===== src/rtl/march_addr_gen_if.sv =====
// Handshake/control bundle between the BIST controller, the address
// sequencer and the SRAM access driver.
interface march_addr_gen_if #(
  parameter int WIDTH = 12
);
  logic             start;
  logic             descending;
  logic [WIDTH-1:0] last;
  logic             abort;
  logic             ready;
  logic             valid;
  logic [WIDTH-1:0] addr;
  logic             busy;
  logic             done;
  logic [WIDTH:0]   count;

  // Controller/consumer side: drives the sweep request and back-pressure.
  modport master (
    output start, descending, last, abort, ready,
    input  valid, addr, busy, done, count
  );

  // Sequencer side.
  modport slave (
    input  start, descending, last, abort, ready,
    output valid, addr, busy, done, count
  );
endinterface


===== src/rtl/march_addr_gen.sv =====
// Loadable up/down address sequencer for the SRAM BIST path. Walks 0..last
// or last..0, one address per valid/ready handshake, then pulses done.
module march_addr_gen #(
  parameter int WIDTH = 12
) (
  input  logic                 clk,
  input  logic                 rst,
  march_addr_gen_if.slave      bus
);

  typedef enum logic [1:0] {
    IDLE = 2'd0,
    RUN  = 2'd1,
    DONE = 2'd2
  } state_t;

  state_t           state_q, state_d;
  logic [WIDTH-1:0] addr_q, addr_d;
  logic [WIDTH:0]   count_q, count_d;
  logic [WIDTH-1:0] last_q, last_d;
  logic             desc_q, desc_d;
  logic             final_addr;

  // The end check happens before any step, so addr never wraps at either end.
  assign final_addr = desc_q ? (addr_q == '0) : (addr_q == last_q);

  // Next-state and datapath update.
  always_comb begin
    state_d = state_q;
    addr_d  = addr_q;
    count_d = count_q;
    last_d  = last_q;
    desc_d  = desc_q;
    unique case (state_q)
      IDLE: begin
        if (bus.start) begin
          desc_d  = bus.descending;
          last_d  = bus.last;
          addr_d  = bus.descending ? bus.last : '0;
          count_d = '0;
          state_d = RUN;
        end
      end
      RUN: begin
        // Abort wins over a same-cycle handshake: nothing is counted.
        if (bus.abort) begin
          state_d = IDLE;
        end else if (bus.ready) begin
          count_d = count_q + (WIDTH+1)'(1);
          if (final_addr) begin
            state_d = DONE;
          end else if (desc_q) begin
            addr_d = addr_q - WIDTH'(1);
          end else begin
            addr_d = addr_q + WIDTH'(1);
          end
        end
      end
      DONE: begin
        state_d = IDLE;
      end
      default: begin
        state_d = IDLE;
      end
    endcase
  end

  // State and datapath registers with synchronous reset.
  always_ff @(posedge clk) begin
    if (rst) begin
      state_q <= IDLE;
      addr_q  <= '0;
      count_q <= '0;
      last_q  <= '0;
      desc_q  <= 1'b0;
    end else begin
      state_q <= state_d;
      addr_q  <= addr_d;
      count_q <= count_d;
      last_q  <= last_d;
      desc_q  <= desc_d;
    end
  end

  // Outputs decode straight from registers; no input-to-output path.
  assign bus.valid = (state_q == RUN);
  assign bus.busy  = (state_q == RUN);
  assign bus.done  = (state_q == DONE);
  assign bus.addr  = addr_q;
  assign bus.count = count_q;

endmodule


===== src/flat_wrapper.sv =====
// flat-port wrapper written by rule: the top's interface ports become plain ports
module march_addr_gen_flat 
#(
  parameter int WIDTH = 12
)
  (clk, rst, bus_start, bus_descending, bus_last, bus_abort, bus_ready, bus_valid, bus_addr, bus_busy, bus_done, bus_count);
  march_addr_gen_if #(.WIDTH(WIDTH)) bus_i ();
  input  logic clk;
  input  logic rst;
  input wire logic [$bits(bus_i.start)-1:0] bus_start;
  input wire logic [$bits(bus_i.descending)-1:0] bus_descending;
  input wire logic [$bits(bus_i.last)-1:0] bus_last;
  input wire logic [$bits(bus_i.abort)-1:0] bus_abort;
  input wire logic [$bits(bus_i.ready)-1:0] bus_ready;
  output wire logic [$bits(bus_i.valid)-1:0] bus_valid;
  output wire logic [$bits(bus_i.addr)-1:0] bus_addr;
  output wire logic [$bits(bus_i.busy)-1:0] bus_busy;
  output wire logic [$bits(bus_i.done)-1:0] bus_done;
  output wire logic [$bits(bus_i.count)-1:0] bus_count;
  assign bus_i.start = bus_start;
  assign bus_i.descending = bus_descending;
  assign bus_i.last = bus_last;
  assign bus_i.abort = bus_abort;
  assign bus_i.ready = bus_ready;
  assign bus_valid = bus_i.valid;
  assign bus_addr = bus_i.addr;
  assign bus_busy = bus_i.busy;
  assign bus_done = bus_i.done;
  assign bus_count = bus_i.count;
  march_addr_gen #(.WIDTH(WIDTH)) u_core (.clk(clk), .rst(rst), .bus(bus_i));
endmodule

===== config.mk =====
export PLATFORM = sky130hd
export DESIGN_NAME = march_addr_gen_flat
export DESIGN_NICKNAME = d
export VERILOG_FILES = /design/src/rtl/march_addr_gen_if.sv /design/src/rtl/march_addr_gen.sv /design/src/flat_wrapper.sv
export SDC_FILE = /design/constraint.sdc
export NUM_CORES = 1
export LEC_CHECK = 0
export ABC_AREA = 1
export CAP_MARGIN = 30
export CORE_MARGIN = 2
export CORE_UTILIZATION = 34
export DETAILED_ROUTE_END_ITERATION = 8
export SLEW_MARGIN = 20
export SYNTH_ARGS = -nofsm -noshare
export SYNTH_HDL_FRONTEND = slang
export SYNTH_SLANG_ARGS = --single-unit

===== constraint.sdc =====
create_clock -name clk -period 2.8 [get_ports clk]
set_clock_uncertainty 0.05 [all_clocks]
set_input_delay 0.56 -clock clk [delete_from_list [all_inputs] [get_ports clk]]
set_output_delay 0.56 -clock clk [all_outputs]
set_load 0.05 [all_outputs]

### Word-level counts from Yosys, hierarchy flattened

Index checks and enable logic that the tools add are counted.

| cells by class | value |
|---|---|
| equality and inequality tests | 9 |
| reduce and logical (&&, ||, !) cells | 7 |
| $add $sub $neg | 3 |
| mux-type cells | 17 |

Operator list:

| cell | count |
|---|---|
| $mux W12 | 6 |
| $mux W13 | 3 |
| $pmux W13 S2 | 1 |
| $pmux W12 S2 | 1 |
| $add A13 B1 Y13 const B | 1 |
| $add A12 B1 Y12 const B | 1 |
| $eq A12 B12 Y1 | 1 |
| $logic_not A12 Y1 | 1 |
| $sub A12 B1 Y12 const B | 1 |
| $mux W2 | 4 |
| $ne A2 B2 Y1 const B | 4 |
| $reduce_and A5 Y1 | 1 |
| $pmux W2 S2 | 1 |
| $reduce_and A4 Y1 | 1 |
| $ne A3 B2 Y1 const B | 1 |
| $ne A3 B3 Y1 const B | 1 |
| $reduce_and A3 Y1 | 1 |
| $eq A2 B1 Y1 const B | 1 |
| $eq A2 B2 Y1 const B | 1 |
| $logic_not A2 Y1 | 1 |
| $reduce_and A2 Y1 | 1 |
| $reduce_bool A2 Y1 | 1 |
| $mux W1 | 1 |

| word-level totals | value |
|---|---|
| register bits after elaboration | 40 |
| input bits | 18 |
| word-level logic and storage cells | 41 |
| output and inout port bits | 28 |

### Logic depth before layout (Yosys ltp)

| depth | value |
|---|---|
| depth after elaboration | 6 |
| depth in mapped cells | 13 |
| mapped depth without buffers | 12 |

### Least setup slack after synthesis

Ideal clock, no wire load.

| path | value |
|---|---|
| path type | register to register |
| start | register u_core.addr_q[0] (netlist: u_core.bus.addr[0]) |
| end | register u_core.addr_q[6] (netlist: u_core.bus.addr[6]) |
| path buffers | 0 |
| library setup time | 0.111 ns |
| arrival | 2.025 ns |
| required time | 2.639 ns |
| setup slack | 0.613 ns |
| stages on the path, launching flop included | 11 |
| period minus slack after synthesis | 2.187 ns |
| cell sequence | dfxtp_1 > inv_2 > fa_1 > o21ai_0 > nand3_1 > nand2_1 > nand2_1 > nand3_1 > nand2_1 > nor2_1 > nor2_1 |

| between the ends | value |
|---|---|
| longest elaborated chain between the ends | 6 |
| elaborated cells between the ends (all ways) | 12 |
| those cells by class | add/sub (2); eq/ne (2); mux (6); reduce/logical (2) |

RTL lines:

| item | RTL line | source |
|---|---|---|
| from (decl) | march_addr_gen.sv:18 | `logic [WIDTH-1:0] addr_q, addr_d;` |
| from (signal assigned) | march_addr_gen.sv:78 | `addr_q <= addr_d;` |
| $add A12 B1 Y12 or $sub A12 B1 Y12 (tied branches) | march_addr_gen.sv:55, march_addr_gen.sv:53 |  |
| $mux W12 | march_addr_gen.sv:52 | `end else if (desc_q) begin` |
| $mux W12 | march_addr_gen.sv:50 | `if (final_addr) begin` |
| $mux W12 | march_addr_gen.sv:48 | `end else if (bus.ready) begin` |
| $mux W12 | march_addr_gen.sv:46 | `if (bus.abort) begin` |
| $pmux W12 S2 | march_addr_gen.sv:34 | `unique case (state_q)` |

Several ways; a longest one is shown, not always the timed one. The select of a mux whose other input is x is not followed.
A chain may end at the register's enable or synchronous reset.

### Final worst setup path

| path | value |
|---|---|
| start | register u_core.count_q[6] (netlist: u_core.bus.count[6]) |
| end | output bus_count[6] |

RTL lines:

| item | RTL line | source |
|---|---|---|
| from (decl) | march_addr_gen.sv:19 | `logic [WIDTH:0] count_q, count_d;` |
| from (signal assigned) | march_addr_gen.sv:79 | `count_q <= count_d;` |
| to (decl) | flat_wrapper.sv:19 | `output wire logic [$bits(bus_i.count)-1:0] bus_count;` |

No word-level cell between the ends.

==> flow_metrics.py <==
metrics = {
    "run_status": {
        "status": "finished clean",
    },
    "layout": {
        "area_growth_pct": 24.12,
        "drive_gt1_share_pct": 5.906,
        "stdcell_count": 593,
        "fillers": 824,
        "layout.nets": 520,
        "diodes": 0,
    },
    "sta": {
        "fin_crit_ns": 2.236,
        "clock.fmax_ghz": 0.4473,
        "hold_ws_ns": 0.4209,
        "finalHoldViolations": 0,
        "finalSetupTns_ns": 0,
        "drv_slew": 0,
        "slew_headroom_pct": 55.67,
        "min_period_over_period_pct": 79.85,
        "setup_viol": 0,
        "grt_setup_unrepaired": "no",
        "worstMarginPinSlew_ns": 0.6643,
    },
    "clocking": {
        "cts-root-buf": "clkbuf_8",
        "htree_levels": 2,
        "clkLatencyLatePin_ns": 0.30,
        "post-cts-setup-buffers": 0,
        "path_clk_slew_ns": 0.08,
        "numCtsBuffers": 5,
        "clockBufferDepth": 2,
        "hold_buffers": 0,
        "cts_sinks": 40,
        "cts_tree": "yes",
        "post_cts_resized": 0,
    },
    "synth": {
        "yosysTopAreaCellShare_pct": 29.57,
        "synth_area_um2": 2708,
        "async_flop_share_pct": 0,
        "synth_edf_count": 0,
        "ys_top_cells_by_area": "dfxtp_1, nand2_1, nor2_1",
        "yosysMostFrequentCell": "nand2_1",
        "synth_cells": 445,
        "ys_types": 35,
        "synthTopCellsByCount": "nand2_1, nor2_1, inv_1",
        "synth_top_cell_by_area": "dfxtp_1",
        "synth_flop_cell": "dfxtp_1",
        "avgSynthCellArea_um2": 6.084,
        "yosysWarnings": 0,
        "syn_nets": 475,
        "synth_seq_cells": 40,
        "yosysSeqAreaShare_pct": 29.57,
    },
    "setup_path": {
        "critPathBufInv": 1,
        "crit_type": "reg -> out",
        "worstPathCellList": "clkdlybuf4s50_1",
        "critical-path-top-delay-family": "buffers and inverters",
        "slowest_delay_ns": 0.86,
        "crit_path_end_kind": "output pin",
        "r2r_slack_ns": 0.68,
        "start_kind": "flop",
        "worstPathMaxFanout": 8,
        "worstPathRequired_ns": 2.19,
        "arrival_ns": 1.63,
        "critPathSlowestCell": "clkdlybuf4s50_1",
    },
    "placed_design": {
        "io_buffers": 45,
        "dp_hpwl_um": 5839,
        "finalWeightedCongestion": 0.8676,
        "post-place-cells": 585,
    },
    "global_route": {
        "track_usage_pct": 18.19,
        "grt_max_degree": 33,
        "grt_pass1_wl_um": 12740,
        "overflow": 0,
        "grt_pass1_vias": 2730,
        "antenna_found_initial": 0,
    },
    "die": {
        "dieArea_um2": 8694,
        "die_w_um": 93.24,
        "core_um2": 7727,
        "boundaryPins": 46,
        "rows": 32,
        "die_h_um": 93.24,
        "start_util_pct": 35.04,
    },
    "hold_path": {
        "hp-class": "reg -> reg",
    },
    "pwr": {
        "ir_worst_vdd_mv": 0.2932,
        "total_leakage_power_uw": 0.001469,
        "p_per_area_nw_per_um2": 467.4,
        "fin_total_pwr_uw": 1571,
    },
    "routing": {
        "wirelength_um": 7453,
        "wl_per_cell_um": 12.57,
        "via_per_inst": 4.895,
        "vias": 2903,
        "dr.pass1.iters": 5,
        "drtAntennaViolNets": 0,
        "drt_iter0_drc": 255,
        "drc": 0,
    },
    "flow_run": {
        "cap_violations": 0,
    },
}
placed cells by master (no fill, tap or decap), drive strengths merged, types with 2 or more instances in the layout:
cell / instances
buf: 6
xor2: 4
nand3: 30
inv: 51
clkinv: 2
nand2: 141
nor4: 2
nor3: 8
a21oi: 35
clkdlybuf4s50: 43
ha: 11
clkbuf: 6
dfxtp: 40
nand3b: 2
o21ai: 25
nor2: 68
nand4: 6
or2: 4
final timing paths:
kind / start / end / cells past startpoint
max: u_core.bus.count[6] / bus_count[6] / 1
min: u_core.last_q[6] / u_core.last_q[6] / 2
max reg2reg: u_core.desc_q / u_core.bus.addr[6] / 11
min reg2reg: u_core.last_q[6] / u_core.last_q[6] / 2
stage by stage:
stage | area, um^2 | utilization [%] | setup slack, ns
final | 3361 | 43.49 | 0.5642
after global routing | 3361 | 43.49 | 0.4860
after CTS | 3361 | 43.49 | 0.5508
after detailed placement | 3253 | 42.10 | 0.4811
after global placement | 3253 | 42.10 | 0.5385
after floorplan | 2708 | - | 0.6134
sequential cells by signal (all words and copies together) (netlist names):
name and cells:
u_core.bus.addr 12, u_core.bus.count 13, u_core.last_q 12, u_core.desc_q 1, u_core.state_q 2
area by class of cell:
cell class,instances,area [um^2],share of cell area (%)
multi-input cells,342,1654,49.22
flip-flops and latches,40,800.8,23.83
repair buffers,49,475.5,14.15
inverters,52,195.2,5.808
well taps,102,127.6,3.797
clock buffers,6,72.57,2.159
clock inverters,2,35.03,1.042
power breakdown:
part | switching [uW] | leakage, uW | internal, uW
clock | 213 | 0.0000552 | 265
sequential | 34.4 | 0.000328 | 602
combinational | 295 | 0.00109 | 161
total | 543 | 0.00147 | 1030
per-layer routing:
layer | part of all wire, % | up-vias | GRT usage (%) | wire length [um]
met4 | 0.91 | 0 | 3.676 | 68
met2 | 48 | 94 | 31.53 | 3611
met1 | 46 | 1298 | 23.90 | 3423
li1 | - | 1502 | - | -
met3 | 4.7 | 9 | 2.820 | 350
met5 | 0 | - | 0 | 0
cells by family (layout without fill, tap and decap cells):
kind of cell,count (synthesis),after routing,share of synthesized area (%)
simple gates,262,262,41.73
compound gates,63,63,11.92
buf+inv,63,109,9.334
flops,40,40,29.57
fa+ha+maj,12,12,5.823
xor+xnor,5,5,1.617
(Power assumes the default switching activity.)
